### src/rtl/reloj_ctrl.sv
// Mode/button controller for a clock-stopwatch: synchronizes and debounces two buttons, steps the display mode and issues adjust/stopwatch commands.
// Optional blinking of the digits under adjustment is enabled with the RELOJ_CTRL_BLINK_EN macro.
module reloj_ctrl #(
   parameter int DEB_CYCLES  = 4,
   parameter int LONG_CYCLES = 16
) (
   input  logic       clk,
   input  logic       rst,
   input  logic       btn1,
   input  logic       btn2,
   input  logic       blink_tick,
   output logic [1:0] sel,
   output logic       crono_run,
   output logic       crono_clr,
   output logic       inc_min,
   output logic       inc_seg,
   output logic       blank
);

   typedef enum logic [1:0] {
      RELOJ  = 2'd0,
      CRONO  = 2'd1,
      AJ_MIN = 2'd2,
      AJ_SEG = 2'd3
   } state_t;

   localparam int DW = $clog2(DEB_CYCLES + 1);
   localparam int HW = $clog2(LONG_CYCLES + 1);

   logic [1:0]    raw;
   logic [1:0]    s1, s2, deb, d1, d2, press;
   logic          rel2;
   logic [DW-1:0] cnt [2];

   state_t        state;
   logic [HW-1:0] hold;
   logic          long_done;

   assign raw = {btn2, btn1};
   assign sel = state;

   // Bit 0 is btn1, bit 1 is btn2. d1/d2 delay the debounced level so the
   // press pulse lands DEB_CYCLES+3 cycles after the first raw sample.
   always_ff @(posedge clk or negedge rst) begin
      if (!rst) begin
         s1    <= '0;
         s2    <= '0;
         deb   <= '0;
         d1    <= '0;
         d2    <= '0;
         press <= '0;
         rel2  <= 1'b0;
         for (int i = 0; i < 2; i++) cnt[i] <= '0;
      end else begin
         s1    <= raw;
         s2    <= s1;
         d1    <= deb;
         d2    <= d1;
         press <= d1 & ~d2;
         rel2  <= ~d1[1] & d2[1];
         for (int i = 0; i < 2; i++) begin
            if (s2[i] == deb[i]) begin
               cnt[i] <= '0;
            end else if (cnt[i] == DW'(DEB_CYCLES - 1)) begin
               deb[i] <= s2[i];
               cnt[i] <= '0;
            end else begin
               cnt[i] <= cnt[i] + 1'b1;
            end
         end
      end
   end

   // A btn1 press takes priority and swallows any btn2 event of the same cycle.
   always_ff @(posedge clk or negedge rst) begin
      if (!rst) begin
         state     <= RELOJ;
         crono_run <= 1'b0;
         crono_clr <= 1'b0;
         inc_min   <= 1'b0;
         inc_seg   <= 1'b0;
         hold      <= '0;
         long_done <= 1'b0;
      end else begin
         crono_clr <= 1'b0;
         inc_min   <= 1'b0;
         inc_seg   <= 1'b0;
         if (press[0]) begin
            state     <= state_t'(state + 2'd1);
            hold      <= '0;
            long_done <= 1'b0;
         end else begin
            case (state)
               CRONO: begin
                  if (rel2) begin
                     if (!long_done) crono_run <= ~crono_run;
                     hold      <= '0;
                     long_done <= 1'b0;
                  end else if (d2[1] && hold != HW'(LONG_CYCLES)) begin
                     hold <= hold + 1'b1;
                     if (hold == HW'(LONG_CYCLES - 1)) begin
                        crono_clr <= 1'b1;
                        crono_run <= 1'b0;
                        long_done <= 1'b1;
                     end
                  end
               end
               AJ_MIN:  if (press[1]) inc_min <= 1'b1;
               AJ_SEG:  if (press[1]) inc_seg <= 1'b1;
               default: ;
            endcase
         end
      end
   end

`ifdef RELOJ_CTRL_BLINK_EN
   // Blank only blinks while adjusting; any mode change restarts it visible.
   always_ff @(posedge clk or negedge rst) begin
      if (!rst) begin
         blank <= 1'b0;
      end else if (press[0]) begin
         blank <= 1'b0;
      end else if (state == AJ_MIN || state == AJ_SEG) begin
         if (blink_tick) blank <= ~blank;
      end else begin
         blank <= 1'b0;
      end
   end
`else
   logic unused_blink;
   assign unused_blink = blink_tick;
   assign blank        = 1'b0;
`endif

endmodule
### config.mk
export PLATFORM = sky130hd
export DESIGN_NAME = reloj_ctrl
export DESIGN_NICKNAME = d
export VERILOG_FILES = /design/src/rtl/reloj_ctrl.sv
export SDC_FILE = /design/constraint.sdc
export NUM_CORES = 1
export LEC_CHECK = 0
export ABC_AREA = 1
export CORE_UTILIZATION = 30
export DETAILED_ROUTE_END_ITERATION = 10
export GPL_TIMING_DRIVEN = 1
export PLACE_DENSITY = 0.61
export SLEW_MARGIN = 10
export SYNTH_ARGS = -nofsm -noshare
export SYNTH_HDL_FRONTEND = slang
export SYNTH_SLANG_ARGS = --single-unit
### constraint.sdc
create_clock -name clk -period 1.3 [get_ports clk]
set_clock_uncertainty 0.05 [all_clocks]
set_input_delay 0.26 -clock clk [delete_from_list [all_inputs] [get_ports clk]]
set_output_delay 0.26 -clock clk [all_outputs]
set_load 0.005 [all_outputs]
==> impl_results.md, run 1 <==
* Max stage delay on crit path at approximately 0.42 ns
* Row count at 24
* Pin count of the biggest net entering global routing at 32
* Final period util at 102%
* Initial DRC count at between 60 and 70
* Grt total ovfl at 0
* Avg Synthesized Cell Area at ~11 µm²
* Delay-heaviest family, CP: adder cells
* Leak at between 0.8 and 0.9 nW
* Number of flops mapped to enable cells by yosys at 0
* DR pass1 iterations at 4
* CTS tree: built
* First-pass GRT wire length at around 3900 µm
* Crit Path Max Fanout at 3
* Final Wtd Congestion at approximately 0.86
* Via Count at about 900
* Worst-Skew Late Latency at between 0.2 and 0.3 ns
* Unrepaired setup endpoints after global routing: true
* MaxCap Viol Count at 0
* Fmax at 755 MHz
* Die Wd at 69.7 µm
* Pre-CTS setup slack at -0.0523 ns
* # IOs at 12
* Antenna violations before repair at 0
* Yosys reg bits at 31
* Post-route minimum period at ~1.3 ns
* WP buf/inv at 0
* Pins over their slew limit at 0
* Crit start category: register
* CP cell instances: ha_2, nand2_2, nor2_4, ha_4, nor2_4, nand2_2, o21ai_2
* Post-CTS Hold Buffers at 0
* P&R area growth vs syn at 31.7%
* Worst EP arrival at approximately 1.5 ns
* Most common cell after layout, fill and taps aside: dfrtp_1
* Vias per cell at ~4.4
* Num CTS Buffers at 5
* Hold WC Path Type: in -> async
* Critical path's slowest cell: dfrtp_1
* Synth unique cells at 28
* Pwr/cell area at roughly 2200 nW/µm²
* Worst Setup Path Type: reg -> reg
* Core area at 4380 µm²
* Root Driver: clkbuf_8
* Share of cells above drive strength 1 at 34.2%
* Final wirelength at around 2200 µm
* Synth warnings at 0
* Layout Nets at around 170
* Outcome: finished, violations left
* Htree depth at 2
* Area after DPL at roughly 1600 µm²
* Worst VDD drop at slightly below 0.0007 V
* CTS sink count at 31
* Die Y at between 60 and 70 µm
* Placed wire-length estimate at between 1500 and 2000 µm
* Cell Count, Final, Fillers Out at 207
* Placed cells at approximately 200
* Fill count at around 430
* Synth Instances at ~130
* Post-DR wirelength/cell at between 10 and 15 µm
* Input/output buffers at 9
* Violations in the final reports: negative setup slack
* Final worst slack at -0.0236 ns
* CP required at between 1 and 1.5 ns
* Antenna cells at 0
* Setup crit end kind: register
* Initial Utilization at 31.4%
* Final-report setup violation count at 1
* Die area at around 4900 µm²
* Synthesized area at about 1400 µm²
* Synthesized net count at 140
* Total track usage at between 10% and 20%
* Main synth FF type: dfrtp_1
* Synth async-reset ratio at 100%
* Endpoints failing hold at 0
* Most frequent cells in the layout: 31 x dfrtp_1, 14 x nand2_1, 12 x inv_1
* Finished Cell Area at 1810 µm²
* Vias in the first global route at slightly above 900
* Clock transition at the registers of the reported paths at roughly 0.060 ns
* R2r setup slk at -0.02 ns
* Final ANT Viol Nets at 0
* Bufs on Longest Clock Path at 2
* Sequential cell area fraction in the yosys report at roughly 56%
* DR DRC count at 0
* Finished Core Util at between 40% and 50%
-- area by class of cell --
type / count / area (µm²) / share of cell area (%)
Clock buffer: 8 / 100 / 5.53
Inverter: 19 / 81.3 / 4.49
Multi-Input combinational cell: 75 / 592 / 32.7
Sequential cell: 31 / 776 / 42.8
Tap cell: 52 / 65.1 / 3.59
Timing Repair Buffer: 22 / 196 / 10.8
-- metal layers --
| metal | global-route usage [%] | wire (µm) | vias up |
|---|---|---|---|
| met2 | 18.7 | 1210 | 17 |
| met5 | 0 | 0 | - |
| met1 | 10.5 | 883 | 445 |
| met3 | 5.23 | 90 | 2 |
| met4 | 4.44 | 8 | 0 |
| li1 | - | - | 450 |
-- cell families (layout without fill, tap and decap cells) --
| logic type | Yosys count | after routing | synth area share [%] |
|---|---|---|---|
| AOI/OAI and AO/OA | 6 | 6 | 3.09 |
| muxes | 2 | 2 | 1.64 |
| DFF | 31 | 31 | 56.4 |
| buffers and inverters | 21 | 49 | 6.92 |
| and+or+nand+nor | 55 | 55 | 22.5 |
| adders and majority gates | 8 | 8 | 7.28 |
| other | 1 | 1 | 0.273 |
| xor gates and xnor gates | 3 | 3 | 1.91 |
-- worst register-to-register path, stage by stage, from the launching register on --
cell     delay [ns]
dfrtp_1        0.42
ha_2           0.21
nand2_2        0.10
nor2_4         0.04
ha_4           0.27
nor2_4         0.04
nand2_2        0.05
o21ai_2        0.04
-- metrics by stage --
stage	TNS [ns]	hold slack (ns)	total power, mW
final	-0.0236	0.285	4.07
after floorplan	0	-0.0856	2.52
after global routing	-0.416	0.290	4.37
after global placement	0	0.285	2.93
after CTS	-0.159	0.285	4.03
after detailed placement	-0.109	0.290	3.01
-- repair_timing --
| item | 4_1_cts | 5_1_grt |
|---|---|---|
| resized for setup | 27 | 5 |
| endpoints found under the setup margin | 13 | 8 |
| buffers inserted | 3 | 1 |
| pin swaps | 11 | 9 |
-- power breakdown --
group	switching (mW)	total, mW	internal [mW]
combinational	0.902	1.71	0.808
clock	0.334	0.816	0.482
sequential	0.271	1.54	1.27
total	1.51	4.07	2.56
-- final timing paths --
check,to,depth (start not counted),from
worst max register to register,hold[4],7,hold[0]
min in group clk,s2[1],0,s1[1]
worst min-delay path,hold[4],2,rst
max in group asynchronous,inc_seg,2,rst
worst max-delay path,hold[4],7,hold[0]
worst min register to register,s2[1],0,s1[1]
-- state kept, by name, summed over array words and instances, names as in the netlist, 2 cells and up --
register and count:
press 2, deb 2, hold 5, d1 2, s2 2, sel 2, s1 2, cnt 6
d2 2
-- synth_stat cells, types with 2 or more instances --
cell / instances / area [µm²]
a21boi_1: 2 / 15.0
dfrtp_1: 31 / 776
nand4_1: 2 / 12.5
nor2_1: 13 / 48.8
ha_1: 8 / 100
inv_1: 16 / 60.1
o21ai_2: 2 / 17.5
nor3_1: 3 / 15.0
nand2_1: 18 / 67.6
xnor2_1: 2 / 17.5
inv_2: 2 / 7.51
nand3_1: 7 / 35.0
mux2_2: 2 / 22.5
nand3_2: 2 / 20.0
nand2_4: 3 / 33.8
nor3b_1: 2 / 15.0
No activity file was read; power rests on OpenSTA's default activity.
==> inputs of run 2 (changes only) <==
--- a/config.mk
+++ b/config.mk
@@ -6,10 +6,10 @@
 export NUM_CORES = 1
 export LEC_CHECK = 0
 export ABC_AREA = 1
-export CORE_UTILIZATION = 30
+export CORE_UTILIZATION = 50
 export DETAILED_ROUTE_END_ITERATION = 10
 export GPL_TIMING_DRIVEN = 1
-export PLACE_DENSITY = 0.61
+export PLACE_DENSITY = 0.85
 export SLEW_MARGIN = 10
 export SYNTH_ARGS = -nofsm -noshare
 export SYNTH_HDL_FRONTEND = slang
==> impl_results.md, run 2 (same netlist as run 1, synthesis figures left out) <==
* Outcome: finished, violations left
* Violations in the final reports: negative setup slack
* First-pass GRT wire length at 3440 µm
* Vias in the first global route at 847
* Antenna violations before repair at 0
* Worst EP arrival at ~1.6 ns
* Htree depth at 2
* Die area at approximately 3000 µm²
* Vias per cell at about 5
* # IOs at 12
* Post-route minimum period at approximately 1.4 ns
* Largest regs: cnt x6, hold x5
* Crit Path Max Fanout at 3
* Final worst slack at -0.0576 ns
* R2r setup slk at -0.06 ns
* Unrepaired setup endpoints after global routing: true
* Die Y at around 54 µm
* Worst-Skew Late Latency at about 0.32 ns
* Final wirelength at about 2400 µm
* Pins over their slew limit at 0
* Reg power frac at between 30% and 40%
* Worst Setup Path Type: reg -> reg
* Input/output buffers at 9
* Fmax at roughly 740 MHz
* Final-report setup violation count at 8
* DR pass1 iterations at 4
* Row count at 18
* WP buf/inv at 0
* CTS sink count at 31
* Area after DPL at around 1500 µm²
* Hold WC Path Type: in -> async
* R2R depth at 7
* Pwr/cell area at about 2400 nW/µm²
* Max stage delay on crit path at around 0.40 ns
* Pin count of the biggest net entering global routing at 32
* Register area at ~780 µm²
* Worst r2r src: hold[0]
* Share of cells above drive strength 1 at about 33%
* Layout Nets at approximately 170
* Placed wire-length estimate at around 1500 µm
* Clock power frac at a little over a fifth
* Total negative slack at -0.291 ns
* Core area at 2540 µm²
* R2r endpoint: hold[4]
* Placed cells at 171
* Crit start category: register
* Clock transition at the registers of the reported paths at 0.10 ns
* Most flop-heavy register: cnt
* Most used cell, CP: nand2_2
* Switching share of power at between 30% and 40%
* Die Wd at between 50 and 60 µm
* Finished Core Util at a little over two thirds
* DR DRC count at 0
* Final hold slack at 0.243 ns
* Final period util at 104%
* Final ANT Viol Nets at 0
* Initial Utilization at a little over half
* MaxCap Viol Count at 0
* Root Driver: clkbuf_4
* Switching power at between 1.5 and 2 mW
* Crit path from: hold[0]
* Total track usage at roughly 17%
* Area of the multi-input gates at around 590 µm²
* Via Count at 927
* CP required at about 1.5 ns
* Comb power frac at 42.5%
* Critical path's slowest cell: dfrtp_1
* CP cell instances: ha_2, nand2_2, nor2_4, ha_4, nor2_2, nand2_2, o21ai_2
* Antenna cells at 0
* Pwr Total at approximately 4.3 mW
* Int Power at approximately 2.7 mW
* Pre-CTS setup slack at -0.0438 ns
* Endpoints failing hold at 0
* Fill count at between 150 and 200
* Num CTS Buffers at 5
* Max FFs per register at 6
* Finished Cell Area at 1790 µm²
* Worst VDD drop at between 0.002 and 0.0025 V
* Cell Count, Final, Fillers Out at 186
* Setup crit end kind: register
* CTS tree: built
* Post-CTS Hold Buffers at 0
* Delay-heaviest family, CP: adder cells
* Initial DRC count at 18
* Leak at approximately 0.87 nW
* Final Wtd Congestion at 0.855
* P&R area growth vs syn at 30.5%
* Grt total ovfl at 0
* Most common cell after layout, fill and taps aside: dfrtp_1
* Post-DR wirelength/cell at 12.8 µm
* Bufs on Longest Clock Path at 2
* Most frequent cells in the layout: 31 x dfrtp_1, 13 x inv_1, 13 x nand2_1
[run 2: cell types whose count changed in the layout (fill, tap and decap cells not counted), moves of 2 or more]
cell             change
clkbuf_8             -7
dlygate4sd2_1        -4
bufinv_16            +2
clkbuf_4             +5
clkdlybuf4s15_1      +4
[run 2: final cells by class]
cell class | count | share of cell area [%]
clock buffer | 6 | 2.30
clock inverter | 2 | 3.35
inverter | 19 | 4.53
multi-input combinational | 75 | 32.6
sequential | 31 | 43.2
tap | 30 | 2.09
timing repair buffer | 23 | 11.9
[run 2: power by group through the flow]
stage	logic (mW)	clock network, mW	registers, mW
after CTS	1.66	0.938	1.54
after global placement	1.33	0	1.53
final	1.82	0.915	1.55
after global routing	2.02	0.974	1.59
after floorplan	1.02	0	1.50
after detailed placement	1.41	0	1.57
[run 2: routing by layer]
metal	GRT usage, %	vias to the layer above	part of all wire [%]	wire length [µm]
met5	0	-	0	0
met4	7.69	0	1.6	37
met3	5.83	7	3.2	76
met2	30.9	23	53	1260
met1	17.9	442	42	1000
li1	-	455	-	-
[run 2: worst register-to-register path: cells and delay by family (launching register included)]
family / cells / cell delay (ns)
flip-flops: 1 / 0.40
adder cells (fa/ha/maj): 2 / 0.42
AND/OR/NAND/NOR: 4 / 0.39
AO/OA/AOI/OAI: 1 / 0.04
[run 2: worst max-delay path by stage]
stage,endpoint,slack [ns],cells past startpoint
after floorplan,hold[4],0.008,7
after global placement,hold[4],-0.009,7
after detailed placement,hold[4],-0.04,7
after CTS,hold[0],-0.03,8
after global routing,long_done,-0.15,6
final,hold[4],-0.06,7
[run 2: repair_timing]
action                     4_1_cts  5_1_grt
hold endpoints to repair         0        0
buffers inserted                 5        2
setup endpoints to repair       13       14
gates resized for setup         26        9
pin swaps                       11        7
==> inputs of run 3 (changes only) <==
--- a/config.mk
+++ b/config.mk
@@ -9,6 +9,7 @@
 export CORE_UTILIZATION = 50
 export DETAILED_ROUTE_END_ITERATION = 10
 export GPL_TIMING_DRIVEN = 1
+export MAX_ROUTING_LAYER = met4
 export PLACE_DENSITY = 0.85
 export SLEW_MARGIN = 10
 export SYNTH_ARGS = -nofsm -noshare
==> impl_results.md, run 3 (same netlist as run 1, synthesis figures left out) <==
* Largest regs: cnt x6, hold x5
* Bufs on Longest Clock Path at 2
* Worst EP arrival at about 1.5 ns
* Input/output buffers at 9
* CTS tree: built
* R2R depth at 7
* CP required at between 1 and 1.5 ns
* Row count at 18
* Outcome: finished, violations left
* Most common cell after layout, fill and taps aside: dfrtp_1
* Final wirelength at around 2400 µm
* Die area at roughly 3000 µm²
* Post-DR wirelength/cell at approximately 13 µm
* R2r endpoint: hold[4]
* Crit Path Max Fanout at 3
* Antenna violations before repair at 0
* Post-route minimum period at 1.33 ns
* Setup crit end kind: register
* Pins over their slew limit at 0
* Most frequent cells in the layout: 30 x dfrtp_1, 12 x inv_1, 12 x buf_4
* Worst VDD drop at ~0.0014 V
* Worst Setup Path Type: reg -> reg
* Pwr Total at approximately 4 mW
* Layout Nets at approximately 170
* Finished Core Util at a little over two thirds
* Vias per cell at between 5 and 6
* Initial DRC count at 7
* MaxCap Viol Count at 0
* Worst-Skew Late Latency at between 0.3 and 0.4 ns
* First-pass GRT wire length at between 3000 and 4000 µm
* Initial Utilization at 54.0%
* Fmax at about 750 MHz
* Final worst slack at -0.0282 ns
* Endpoints failing hold at 0
* Max FFs per register at 6
* Final-report setup violation count at 4
* P&R area growth vs syn at 28.9%
* Htree depth at 2
* R2r setup slk at -0.03 ns
* Cell Count, Final, Fillers Out at roughly 190
* Final period util at 102%
* Root Driver: clkbuf_4
* Total negative slack at -0.0943 ns
* Die Y at 54.4 µm
* Num CTS Buffers at 5
* Share of cells above drive strength 1 at between 30% and 40%
* Die Wd at approximately 54 µm
* DR DRC count at 0
* Unrepaired setup endpoints after global routing: true
* CTS sink count at 31
* Placed cells at between 150 and 200
* Final ANT Viol Nets at 0
* Total track usage at a little under a fifth
* Pre-CTS setup slack at -0.0327 ns
* Via Count at roughly 940
* Most flop-heavy register: cnt
* Vias in the first global route at around 860
* Placed wire-length estimate at ~1500 µm
* Leak at 0.846 nW
* Grt total ovfl at 0
* Core area at about 2500 µm²
* Final Wtd Congestion at approximately 0.85
* Crit start category: register
* DR pass1 iterations at 4
* Pwr/cell area at 2230 nW/µm²
* Pin count of the biggest net entering global routing at 32
* Hold WC Path Type: in -> async
* Violations in the final reports: negative setup slack
* Antenna cells at 0
* Worst r2r src: hold[1]
* Clock transition at the registers of the reported paths at about 0.10 ns
* # IOs at 12
run 3: layout make-up:
cell class / instances / area [µm²]
inverters: 19 / 81.3
clock inverters: 2 / 12.5
clock buffers: 6 / 41.3
multi-input cells: 75 / 607
well taps: 30 / 37.5
fillers: 167 / 772
repair buffers: 24 / 216
flip-flops and latches: 31 / 777
run 3: worst max-delay path, cell delays in order, from the launching register on:
cell,delay [ns]
dfrtp_1,0.42
ha_2,0.20
nand2_2,0.09
nor2_4,0.05
ha_4,0.27
nor2_4,0.03
nand2_2,0.07
o21ai_2,0.04
run 3: stage by stage:
step,hold WS [ns],cell area (µm²)
5_1_grt,0.236,1770
3_3_place_gp,0.282,1550
2_1_floorplan,-0.0856,1380
4_1_cts,0.236,1650
6_report,0.233,1770
3_5_place_dp,0.286,1550
run 3: how the worst max path moves through the flow:
stage | from | cells after the start | slack (ns) | endpoint
floorplan | hold[0] | 7 | 0.008 | hold[4]
global placement | hold[1] | 7 | 0.003 | hold[4]
detailed placement | hold[0] | 7 | -0.03 | hold[4]
CTS | hold[0] | 7 | -0.03 | crono_run
global route | sel[1] | 9 | -0.1 | hold[1]
finish | hold[1] | 7 | -0.03 | hold[4]
run 3: repair_timing:
action	CTS	global route
resized for setup	14	31
buffers inserted	4	4
endpoints found under the setup margin	13	13
hold buffers	0	0
pin swaps	5	12
run 3: routing by layer:
| metal | track usage [%] | vias to the layer above | share of wire, % |
|---|---|---|---|
| met4 | 11.5 | 0 | 2.3 |
| li1 | - | 453 | - |
| met3 | 5.83 | 7 | 3.6 |
| met1 | 18.3 | 458 | 40 |
| met2 | 31.1 | 23 | 54 |
| met5 | - | - | 0 |
run 3: power breakdown:
part           leakage, nW  internal [mW]  switching, mW
registers            0.394           1.27          0.291
clock network       0.0282          0.208          0.320
logic                0.424          0.866          0.998
